`config.mk`:
```
export PLATFORM = sky130hd
export DESIGN_NAME = axi_lite_adder_slave
export DESIGN_NICKNAME = d
export VERILOG_FILES = /design/src/rtl/axi_lite_pkg.sv /design/src/rtl/axi_lite_adder_slave.sv
export SDC_FILE = /design/constraint.sdc
export NUM_CORES = 1
export LEC_CHECK = 0
export CAP_MARGIN = 10
export CORE_MARGIN = 8
export CORE_UTILIZATION = 50
export DETAILED_ROUTE_END_ITERATION = 7
export GPL_TIMING_DRIVEN = 0
export PLACE_DENSITY = 0.77
export SLEW_MARGIN = 10
export SYNTH_ARGS = -nofsm -noshare
export SYNTH_HDL_FRONTEND = slang
export SYNTH_SLANG_ARGS = --single-unit
```
`constraint.sdc`:
```
create_clock -name s_axi_aclk -period 4.5 [get_ports s_axi_aclk]
set_input_delay 1.35 -clock s_axi_aclk [delete_from_list [all_inputs] [get_ports s_axi_aclk]]
set_output_delay 1.35 -clock s_axi_aclk [all_outputs]
set_load 0.01 [all_outputs]
```
`src/rtl/axi_lite_pkg.sv`:
```
// Shared AXI4-Lite definitions for the adder slave: response codes, register
// offsets, channel FSM states and the byte-strobe merge helper.
package axi_lite_pkg;

    localparam logic [1:0] RESP_OKAY   = 2'd0;
    localparam logic [1:0] RESP_SLVERR = 2'd2;

    localparam int OFS_OP_A   = 0;
    localparam int OFS_OP_B   = 4;
    localparam int OFS_RESULT = 8;
    localparam int OFS_STATUS = 12;

    // Widest data path apply_wstrb handles; callers zero-extend in and truncate out.
    localparam int MAX_DW = 64;
    localparam int MAX_SW = MAX_DW / 8;

    typedef enum logic {W_IDLE, W_RESP} wr_state_e;
    typedef enum logic {R_IDLE, R_DATA} rd_state_e;

    function automatic logic [MAX_DW-1:0] apply_wstrb(input logic [MAX_DW-1:0] old_v,
                                                      input logic [MAX_DW-1:0] new_v,
                                                      input logic [MAX_SW-1:0] strb);
        logic [MAX_DW-1:0] res;
        res = old_v;
        for (int i = 0; i < MAX_SW; i++) begin
            if (strb[i]) res[8*i +: 8] = new_v[8*i +: 8];
        end
        return res;
    endfunction

endpackage

```
`src/rtl/axi_lite_adder_slave.sv`:
```
// AXI4-Lite slave: two RW operands, RO sum and status. Write response 1 cycle after the
// later of AW/W; read data 1 cycle after AR. Responses are held until bready/rready.
module axi_lite_adder_slave
    import axi_lite_pkg::*;
#(
    parameter int DATA_WIDTH = 32,
    parameter int ADDR_WIDTH = 8,
    parameter int RESP_WIDTH = 3,
    parameter int BASE_ADDR  = 0
) (
    input  logic                    s_axi_aclk,
    input  logic                    s_axi_aresetn,
    input  logic [ADDR_WIDTH-1:0]   s_axi_awaddr,
    input  logic                    s_axi_awvalid,
    output logic                    s_axi_awready,
    input  logic [DATA_WIDTH-1:0]   s_axi_wdata,
    input  logic [DATA_WIDTH/8:0]   s_axi_wstrb,
    input  logic                    s_axi_wvalid,
    output logic                    s_axi_wready,
    output logic [RESP_WIDTH-1:0]   s_axi_bresp,
    output logic                    s_axi_bvalid,
    input  logic                    s_axi_bready,
    input  logic [ADDR_WIDTH-1:0]   s_axi_araddr,
    input  logic                    s_axi_arvalid,
    output logic                    s_axi_arready,
    output logic [DATA_WIDTH-1:0]   s_axi_rdata,
    output logic [RESP_WIDTH-1:0]   s_axi_rresp,
    output logic                    s_axi_rvalid,
    input  logic                    s_axi_rready
);

    localparam int SW = DATA_WIDTH / 8;
    localparam logic [ADDR_WIDTH-1:0] BASE   = ADDR_WIDTH'(BASE_ADDR);
    localparam logic [RESP_WIDTH-1:0] OKAY   = RESP_WIDTH'(RESP_OKAY);
    localparam logic [RESP_WIDTH-1:0] SLVERR = RESP_WIDTH'(RESP_SLVERR);

    typedef enum logic [2:0] {SEL_OP_A, SEL_OP_B, SEL_RESULT, SEL_STATUS, SEL_NONE} sel_e;

    // Borrow out of the subtraction flags addresses below this instance's window.
    function automatic sel_e decode(input logic [ADDR_WIDTH-1:0] addr);
        logic [ADDR_WIDTH:0] diff;
        diff = {1'b0, addr} - {1'b0, BASE};
        if (diff[ADDR_WIDTH]) return SEL_NONE;
        case (diff[ADDR_WIDTH-1:0])
            ADDR_WIDTH'(OFS_OP_A):   return SEL_OP_A;
            ADDR_WIDTH'(OFS_OP_B):   return SEL_OP_B;
            ADDR_WIDTH'(OFS_RESULT): return SEL_RESULT;
            ADDR_WIDTH'(OFS_STATUS): return SEL_STATUS;
            default:                 return SEL_NONE;
        endcase
    endfunction

    wr_state_e             wstate_q, wstate_d;
    rd_state_e             rstate_q, rstate_d;
    logic                  aw_got_q, aw_got_d, w_got_q, w_got_d;
    logic [ADDR_WIDTH-1:0] awaddr_q, awaddr_d;
    logic [DATA_WIDTH-1:0] wdata_q, wdata_d;
    logic [SW-1:0]         wstrb_q, wstrb_d;
    logic                  awready_q, awready_d, wready_q, wready_d;
    logic                  bvalid_q, bvalid_d;
    logic [RESP_WIDTH-1:0] bresp_q, bresp_d;
    logic [DATA_WIDTH-1:0] op_a_q, op_a_d, op_b_q, op_b_d;
    logic [15:0]           wcount_q, wcount_d;
    logic                  arready_q, arready_d, rvalid_q, rvalid_d;
    logic [DATA_WIDTH-1:0] rdata_q, rdata_d;
    logic [RESP_WIDTH-1:0] rresp_q, rresp_d;

    logic                  aw_hs, w_hs;
    logic [ADDR_WIDTH-1:0] cur_addr;
    logic [DATA_WIDTH-1:0] cur_data;
    logic [SW-1:0]         cur_strb;
    logic [DATA_WIDTH:0]   sum_w;
    logic [DATA_WIDTH-1:0] status_w;
    logic                  unused_wstrb_msb;

    assign unused_wstrb_msb = s_axi_wstrb[SW];
    assign aw_hs    = s_axi_awvalid && awready_q;
    assign w_hs     = s_axi_wvalid && wready_q;
    assign cur_addr = aw_got_q ? awaddr_q : s_axi_awaddr;
    assign cur_data = w_got_q ? wdata_q : s_axi_wdata;
    assign cur_strb = w_got_q ? wstrb_q : s_axi_wstrb[SW-1:0];
    assign sum_w    = {1'b0, op_a_q} + {1'b0, op_b_q};

    always_comb begin
        status_w        = '0;
        status_w[0]     = sum_w[DATA_WIDTH];
        status_w[31:16] = wcount_q;
    end

    always_comb begin
        wstate_d  = wstate_q;
        aw_got_d  = aw_got_q;
        w_got_d   = w_got_q;
        awaddr_d  = awaddr_q;
        wdata_d   = wdata_q;
        wstrb_d   = wstrb_q;
        awready_d = awready_q;
        wready_d  = wready_q;
        bvalid_d  = bvalid_q;
        bresp_d   = bresp_q;
        op_a_d    = op_a_q;
        op_b_d    = op_b_q;
        wcount_d  = wcount_q;
        case (wstate_q)
            W_IDLE: begin
                if (aw_hs) begin
                    aw_got_d = 1'b1;
                    awaddr_d = s_axi_awaddr;
                end
                if (w_hs) begin
                    w_got_d = 1'b1;
                    wdata_d = s_axi_wdata;
                    wstrb_d = s_axi_wstrb[SW-1:0];
                end
                awready_d = !aw_got_d;
                wready_d  = !w_got_d;
                if (aw_got_d && w_got_d) begin
                    awready_d = 1'b0;
                    wready_d  = 1'b0;
                    bvalid_d  = 1'b1;
                    wstate_d  = W_RESP;
                    bresp_d   = OKAY;
                    wcount_d  = wcount_q + 16'd1;
                    case (decode(cur_addr))
                        SEL_OP_A: op_a_d = DATA_WIDTH'(apply_wstrb(MAX_DW'(op_a_q),
                                               MAX_DW'(cur_data), MAX_SW'(cur_strb)));
                        SEL_OP_B: op_b_d = DATA_WIDTH'(apply_wstrb(MAX_DW'(op_b_q),
                                               MAX_DW'(cur_data), MAX_SW'(cur_strb)));
                        default: begin
                            bresp_d  = SLVERR;
                            wcount_d = wcount_q;
                        end
                    endcase
                end
            end
            W_RESP: begin
                if (s_axi_bready) begin
                    bvalid_d  = 1'b0;
                    aw_got_d  = 1'b0;
                    w_got_d   = 1'b0;
                    awready_d = 1'b1;
                    wready_d  = 1'b1;
                    wstate_d  = W_IDLE;
                end
            end
            default: wstate_d = W_IDLE;
        endcase
    end

    // Read data is sampled from the pre-commit register values on the AR edge.
    always_comb begin
        rstate_d  = rstate_q;
        arready_d = arready_q;
        rvalid_d  = rvalid_q;
        rdata_d   = rdata_q;
        rresp_d   = rresp_q;
        case (rstate_q)
            R_IDLE: begin
                arready_d = 1'b1;
                if (s_axi_arvalid && arready_q) begin
                    arready_d = 1'b0;
                    rvalid_d  = 1'b1;
                    rstate_d  = R_DATA;
                    rresp_d   = OKAY;
                    case (decode(s_axi_araddr))
                        SEL_OP_A:   rdata_d = op_a_q;
                        SEL_OP_B:   rdata_d = op_b_q;
                        SEL_RESULT: rdata_d = sum_w[DATA_WIDTH-1:0];
                        SEL_STATUS: rdata_d = status_w;
                        default: begin
                            rdata_d = '0;
                            rresp_d = SLVERR;
                        end
                    endcase
                end
            end
            R_DATA: begin
                if (s_axi_rready) begin
                    rvalid_d  = 1'b0;
                    arready_d = 1'b1;
                    rstate_d  = R_IDLE;
                end
            end
            default: rstate_d = R_IDLE;
        endcase
    end

    always_ff @(posedge s_axi_aclk or negedge s_axi_aresetn) begin
        if (!s_axi_aresetn) begin
            wstate_q  <= W_IDLE;
            rstate_q  <= R_IDLE;
            aw_got_q  <= 1'b0;
            w_got_q   <= 1'b0;
            awaddr_q  <= '0;
            wdata_q   <= '0;
            wstrb_q   <= '0;
            awready_q <= 1'b0;
            wready_q  <= 1'b0;
            bvalid_q  <= 1'b0;
            bresp_q   <= '0;
            op_a_q    <= '0;
            op_b_q    <= '0;
            wcount_q  <= '0;
            arready_q <= 1'b0;
            rvalid_q  <= 1'b0;
            rdata_q   <= '0;
            rresp_q   <= '0;
        end else begin
            wstate_q  <= wstate_d;
            rstate_q  <= rstate_d;
            aw_got_q  <= aw_got_d;
            w_got_q   <= w_got_d;
            awaddr_q  <= awaddr_d;
            wdata_q   <= wdata_d;
            wstrb_q   <= wstrb_d;
            awready_q <= awready_d;
            wready_q  <= wready_d;
            bvalid_q  <= bvalid_d;
            bresp_q   <= bresp_d;
            op_a_q    <= op_a_d;
            op_b_q    <= op_b_d;
            wcount_q  <= wcount_d;
            arready_q <= arready_d;
            rvalid_q  <= rvalid_d;
            rdata_q   <= rdata_d;
            rresp_q   <= rresp_d;
        end
    end

    assign s_axi_awready = awready_q;
    assign s_axi_wready  = wready_q;
    assign s_axi_bvalid  = bvalid_q;
    assign s_axi_bresp   = bresp_q;
    assign s_axi_arready = arready_q;
    assign s_axi_rvalid  = rvalid_q;
    assign s_axi_rdata   = rdata_q;
    assign s_axi_rresp   = rresp_q;

endmodule

```
==> flow_summary.html <==
<table>
<tr><th>Metric</th><th>Value</th></tr>
<tr><th colspan="2">Clock tree</th></tr>
<tr><td>Total CTS buffers</td><td>17</td></tr>
<tr><td>TritonCTS clock tree</td><td>yes</td></tr>
<tr><td>Clock Latency Late Sink</td><td>between 0.4 and 0.5 ns</td></tr>
<tr><td>Clock net sink count</td><td>roughly 170</td></tr>
<tr><td>Root buffer selected by CTS</td><td>sky130_fd_sc_hd__clkbuf_16</td></tr>
<tr><td>Clock input transition at the sequential cells of the worst setup and hold paths</td><td>~0.060 ns</td></tr>
<tr><td>Total number of H-tree levels</td><td>4</td></tr>
<tr><td>Maximum buffer depth of the clock tree</td><td>2</td></tr>
<tr><td>Post_cts resized</td><td>0</td></tr>
<tr><td>Number of hold-repair buffers added at the cts stage</td><td>0</td></tr>
<tr><td>Post-CTS Setup Inserts</td><td>0</td></tr>
<tr><th colspan="2">Worst setup path</th></tr>
<tr><td>Cell-by-cell listing of the critical path</td><td>clkdlybuf4s50_1, a21oi_1, or3_1, a21oi_2, nand2_1, nor2_1, buf_2, nor2_1, a21oi_1</td></tr>
<tr><td>Critical path class</td><td>input pin to flop</td></tr>
<tr><td>Master of the slowest instance on the critical path</td><td>sky130_fd_sc_hd__nor2_1</td></tr>
<tr><td>Startpoint type of the worst setup path</td><td>input pin</td></tr>
<tr><td>CP top delay family</td><td>simple AND/OR/NAND/NOR gates</td></tr>
<tr><td>RR Endpoint</td><td>s_axi_rdata[28]</td></tr>
<tr><td>Worst reg2reg path startpoint</td><td>op_a_q[0]</td></tr>
<tr><td>Maximum single-stage delay on the critical path</td><td>approximately 0.54 ns</td></tr>
<tr><td>Worst reg-to-reg path cell count</td><td>13</td></tr>
<tr><td>Data required time of the critical path</td><td>4.86 ns</td></tr>
<tr><td>Critical path arrival</td><td>approximately 4.0 ns</td></tr>
<tr><td>Worst Path Buf+Inv</td><td>2</td></tr>
<tr><td>Launch point of the critical path</td><td>s_axi_awvalid</td></tr>
<tr><td>Maximum fanout encountered on the critical timing path</td><td>10</td></tr>
<tr><td>Crit path depth</td><td>9</td></tr>
<tr><td>Critical Path End Type</td><td>flop</td></tr>
<tr><td>Setup slack of the worst register-to-register path</td><td>about 1.4 ns</td></tr>
<tr><th colspan="2">Timing</th></tr>
<tr><td>Peak Freq</td><td>around 270 MHz</td></tr>
<tr><td>Crit share post-route</td><td>0.819</td></tr>
<tr><td>Headroom to the max-slew limit</td><td>0.409</td></tr>
<tr><td>Number of endpoints with negative hold slack in the final report</td><td>0</td></tr>
<tr><td>Setup repair after global routing missed its margin</td><td>false</td></tr>
<tr><td>Final hold slack</td><td>about 0.47 ns</td></tr>
<tr><td>Final setup violation count</td><td>0</td></tr>
<tr><td>Final worst slack</td><td>a little over 0.8 ns</td></tr>
<tr><td>Crit path time final</td><td>around 3.7 ns</td></tr>
<tr><td>Slew at the pin closest to its max-slew limit</td><td>between 0.8 and 0.9 ns</td></tr>
<tr><td>Max Slew Vio Count</td><td>0</td></tr>
<tr><td>Post-route clock skew</td><td>between 0.01 and 0.015 ns</td></tr>
<tr><th colspan="2">Placed design</th></tr>
<tr><td>DP Cell Count</td><td>approximately 1,200</td></tr>
<tr><td>Post-DP HPWL</td><td>16,500 um</td></tr>
<tr><td>Worst-case setup slack after placement</td><td>a little under 0.5 ns</td></tr>
<tr><td>Routability cong.</td><td>between 0.8 and 0.9</td></tr>
<tr><td>Port buffer count</td><td>96</td></tr>
<tr><th colspan="2">Yosys</th></tr>
<tr><td>Synthesized area</td><td>a little under 9000 sq um</td></tr>
<tr><td>Sequential element share of the synthesized area</td><td>0.478</td></tr>
<tr><td>Number of storage elements in the synthesis netlist</td><td>approximately 170</td></tr>
<tr><td>Yosys warns</td><td>0</td></tr>
<tr><td>Post-Synthesis Cells</td><td>approximately 860</td></tr>
<tr><td>Synth Flop Type</td><td>sky130_fd_sc_hd__dfrtp_1</td></tr>
<tr><td>Top cells by area in the synthesized netlist</td><td>sky130_fd_sc_hd__dfrtp_1 48%, sky130_fd_sc_hd__mux2_2 8.9%, sky130_fd_sc_hd__a21oi_1 6.4%, sky130_fd_sc_hd__nor2_1 5.3%, sky130_fd_sc_hd__ha_1 4.7%</td></tr>
<tr><td>Mean area per synthesized cell</td><td>10.2 sq um</td></tr>
<tr><td>Number of enable flip-flop cells after synthesis</td><td>0</td></tr>
<tr><td>Share of synthesized flip-flops with an asynchronous set or reset</td><td>1.00</td></tr>
<tr><td>Synth cell types</td><td>57</td></tr>
<tr><td>Area share of the leading cell type in the synthesized netlist</td><td>0.478</td></tr>
<tr><td>Top cell type by total area after synthesis</td><td>sky130_fd_sc_hd__dfrtp_1</td></tr>
<tr><th colspan="2">Layout</th></tr>
<tr><td>Area taken by multi-input logic gates</td><td>around 4400 sq um</td></tr>
<tr><td>Share of cells above drive strength 1</td><td>0.120</td></tr>
<tr><td>Filler cells</td><td>roughly 1,400</td></tr>
<tr><td>Syn-to-layout area delta</td><td>22.0%</td></tr>
<tr><td>Post-layout nets</td><td>1,074</td></tr>
<tr><td>Post-layout utilization of the core</td><td>0.622</td></tr>
<tr><td>Number of antenna cells inserted</td><td>0</td></tr>
<tr><td>Register Area</td><td>approximately 4200 sq um</td></tr>
<tr><td>Post-route insts no fill</td><td>around 1,200</td></tr>
<tr><th colspan="2">Flow run</th></tr>
<tr><td>Max capacitance violation total</td><td>0</td></tr>
<tr><th colspan="2">Power</th></tr>
<tr><td>Fraction of power consumed by the clock network</td><td>0.277</td></tr>
<tr><td>Sequential Power Share</td><td>0.397</td></tr>
<tr><td>Power share of the combinational group</td><td>0.326</td></tr>
<tr><td>Static leakage power</td><td>between 4 and 5 nW</td></tr>
<tr><td>Switching fraction of total power</td><td>0.335</td></tr>
<tr><td>Internal</td><td>about 0.0038 W</td></tr>
<tr><td>Tot Pwr</td><td>between 0.005 and 0.006 W</td></tr>
<tr><td>Worst supply voltage drop on vdd</td><td>0.000299 V</td></tr>
<tr><td>Sw Pwr</td><td>roughly 0.0019 W</td></tr>
<tr><td>Pwr dens</td><td>between 500 and 600 nW/um^2</td></tr>
<tr><th colspan="2">Routing</th></tr>
<tr><td>Total wirelength of the detailed-routed design</td><td>22,700 um</td></tr>
<tr><td>Number of violations reported at the end of detailed-routing iteration 0</td><td>between 400 and 500</td></tr>
<tr><td>DRC violation count after routing</td><td>0</td></tr>
<tr><td>Wirelength per Cell</td><td>between 15 and 20 um</td></tr>
<tr><td>Via total after detailed routing</td><td>~7,000</td></tr>
<tr><td>Final ANT Viol Nets</td><td>0</td></tr>
<tr><td>1st-pass router iterations</td><td>5</td></tr>
<tr><td>Detail-routed via count per cell</td><td>5.78</td></tr>
<tr><th colspan="2">Min path</th></tr>
<tr><td>Hold wc startpoint</td><td>rstate_q</td></tr>
<tr><td>Class of the tightest hold or removal check</td><td>flop to flop</td></tr>
<tr><td>Destination of the worst hold path</td><td>s_axi_arready</td></tr>
<tr><td>Hold path cells</td><td>1</td></tr>
<tr><th colspan="2">Floorplan</th></tr>
<tr><td>Die Footprint</td><td>roughly 22,000 sq um</td></tr>
<tr><td>Number of rows in the core area</td><td>48</td></tr>
<tr><td>Starting density of the core</td><td>0.509</td></tr>
<tr><td>IO Pins</td><td>~100</td></tr>
<tr><td>Die Span Y</td><td>roughly 150 um</td></tr>
<tr><td>Area of the core region</td><td>between 15,000 and 20,000 sq um</td></tr>
<tr><td>Horizontal die dimension</td><td>approximately 150 um</td></tr>
<tr><th colspan="2">GRT</th></tr>
<tr><td>Wire length of the first global-routing pass</td><td>approximately 37,000 um</td></tr>
<tr><td>Total grt overflow</td><td>0</td></tr>
<tr><td>Overall Global Routing Usage</td><td>0.215</td></tr>
<tr><td>Pin count of the biggest net entering global routing</td><td>just under 90</td></tr>
<tr><td>Vias in the first global route</td><td>just over 7,000</td></tr>
<tr><td>Number of antenna violations at the first check in global routing</td><td>0</td></tr>
<tr><th colspan="2">Run status</th></tr>
<tr><td>Status</td><td>finished, final reports clean</td></tr>
</table>
## metal layers
| metal | up-vias | part of all wire | wire [um] | GRT usage |
|---|---|---|---|---|
| li1 | 3330 | - | - | - |
| met1 | 3419 | 0.44 | 9970 | 0.281 |
| met2 | 248 | 0.47 | 10700 | 0.342 |
| met3 | 38 | 0.069 | 1560 | 0.0453 |
| met4 | 0 | 0.022 | 495 | 0.0872 |
| met5 | - | 0 | 0 | 0 |
## layout by cell type (no fill, tap or decap), types with 17 or more instances in the layout
cell type	synthesis	routed
sky130_fd_sc_hd__nor2_1	123	123
sky130_fd_sc_hd__mux2i_1	41	41
sky130_fd_sc_hd__o21ai_0	36	36
sky130_fd_sc_hd__mux2_2	69	69
sky130_fd_sc_hd__ha_1	33	33
sky130_fd_sc_hd__xnor2_1	27	27
sky130_fd_sc_hd__clkbuf_16	0	17
sky130_fd_sc_hd__nand2_1	52	52
sky130_fd_sc_hd__a21oi_1	112	112
sky130_fd_sc_hd__clkbuf_1	25	25
sky130_fd_sc_hd__clkdlybuf4s50_1	0	95
sky130_fd_sc_hd__dfrtp_1	167	167
## sequential cells by signal (all words and copies together), names as in the netlist
name,cells
s_axi_arready,1
aw_got_q,1
s_axi_bresp,1
wcount_q,16
s_axi_wready,1
op_b_q,32
s_axi_bvalid,1
s_axi_awready,1
s_axi_rdata,32
wdata_q,32
op_a_q,32
rstate_q,1
s_axi_rvalid,1
wstrb_q,4
awaddr_q,8
w_got_q,1
s_axi_rresp,1
wstate_q,1
## area by class of cell
cell class,count,share of cell area
Clock inverter,14,0.0186
Clock buffer,18,0.0411
Sequential cell,167,0.391
Multi-Input combinational cell,646,0.410
Timing Repair Buffer,97,0.0931
Buffer,35,0.0142
Inverter,16,0.00563
Tap cell,225,0.0264
## power by group through the flow
stage	clock network [W]	registers [W]	logic, W
2_1_floorplan	0	0.00219	0.00129
3_3_place_gp	0	0.00224	0.00178
3_5_place_dp	0	0.00226	0.00182
4_1_cts	0.00159	0.00224	0.00185
5_1_grt	0.00166	0.00230	0.00204
6_report	0.00157	0.00225	0.00184
## how the worst max path moves through the flow
stage,end
finish,op_b_q[14]
global route,s_axi_rdata[29]
CTS,op_b_q[14]
detailed placement,op_b_q[14]
global placement,s_axi_rdata[11]
floorplan,wcount_q[15]
## cell usage after synthesis, drive strengths merged, types with 3 or more instances
cell	instances
nand2	52
o21a	5
nor2	124
o21bai	3
nand3	13
nand2b	3
clkbuf	25
a22oi	16
mux2i	41
dfrtp	167
o221ai	7
o31ai	3
nor4	5
xnor2	27
nor2b	7
nor3	7
a21o	8
buf	10
inv	16
mux2	69
a211oi	5
o21ai	41
or3	3
a21oi	114
ha	33
a221oi	6
a211o	4
and3	4
xor2	13
nand4	4
## per-stage QoR
| step | area, sq um | setup TNS (ns) |
|---|---|---|
| final | 10700 | 0 |
| after global routing | 10700 | 0 |
| after CTS | 10700 | 0 |
| after detailed placement | 10000 | 0 |
| after global placement | 10000 | -776.25 |
| after floorplan | 8760 | 0 |
## worst reg2reg max path: stages (launching register included)
cell	delay, ns
sky130_fd_sc_hd__dfrtp_1	0.41
sky130_fd_sc_hd__ha_1	0.24
sky130_fd_sc_hd__inv_1	0.07
sky130_fd_sc_hd__fa_1	0.17
sky130_fd_sc_hd__nor2b_1	0.08
sky130_fd_sc_hd__o31ai_2	0.27
sky130_fd_sc_hd__a21oi_1	0.22
sky130_fd_sc_hd__a221o_1	0.41
sky130_fd_sc_hd__a21oi_2	0.21
sky130_fd_sc_hd__o21ai_2	0.13
sky130_fd_sc_hd__a21bo_2	0.26
sky130_fd_sc_hd__o31ai_4	0.22
sky130_fd_sc_hd__xor2_1	0.19
sky130_fd_sc_hd__o21ai_1	0.07
## logic make-up (layout without fill, tap and decap cells)
group / count (synthesis) / after routing / synth area share
other: 1 / 4 / 0.000429
XOR/XNOR: 40 / 40 / 0.0400
AND/OR/NAND/NOR: 229 / 229 / 0.112
buffers and inverters: 51 / 180 / 0.0242
AO/OA/AOI/OAI: 229 / 229 / 0.161
adder cells (fa/ha/maj): 34 / 34 / 0.0495
flip-flops: 167 / 167 / 0.478
multiplexers: 110 / 110 / 0.136
No activity file was read; power rests on OpenSTA's default activity.
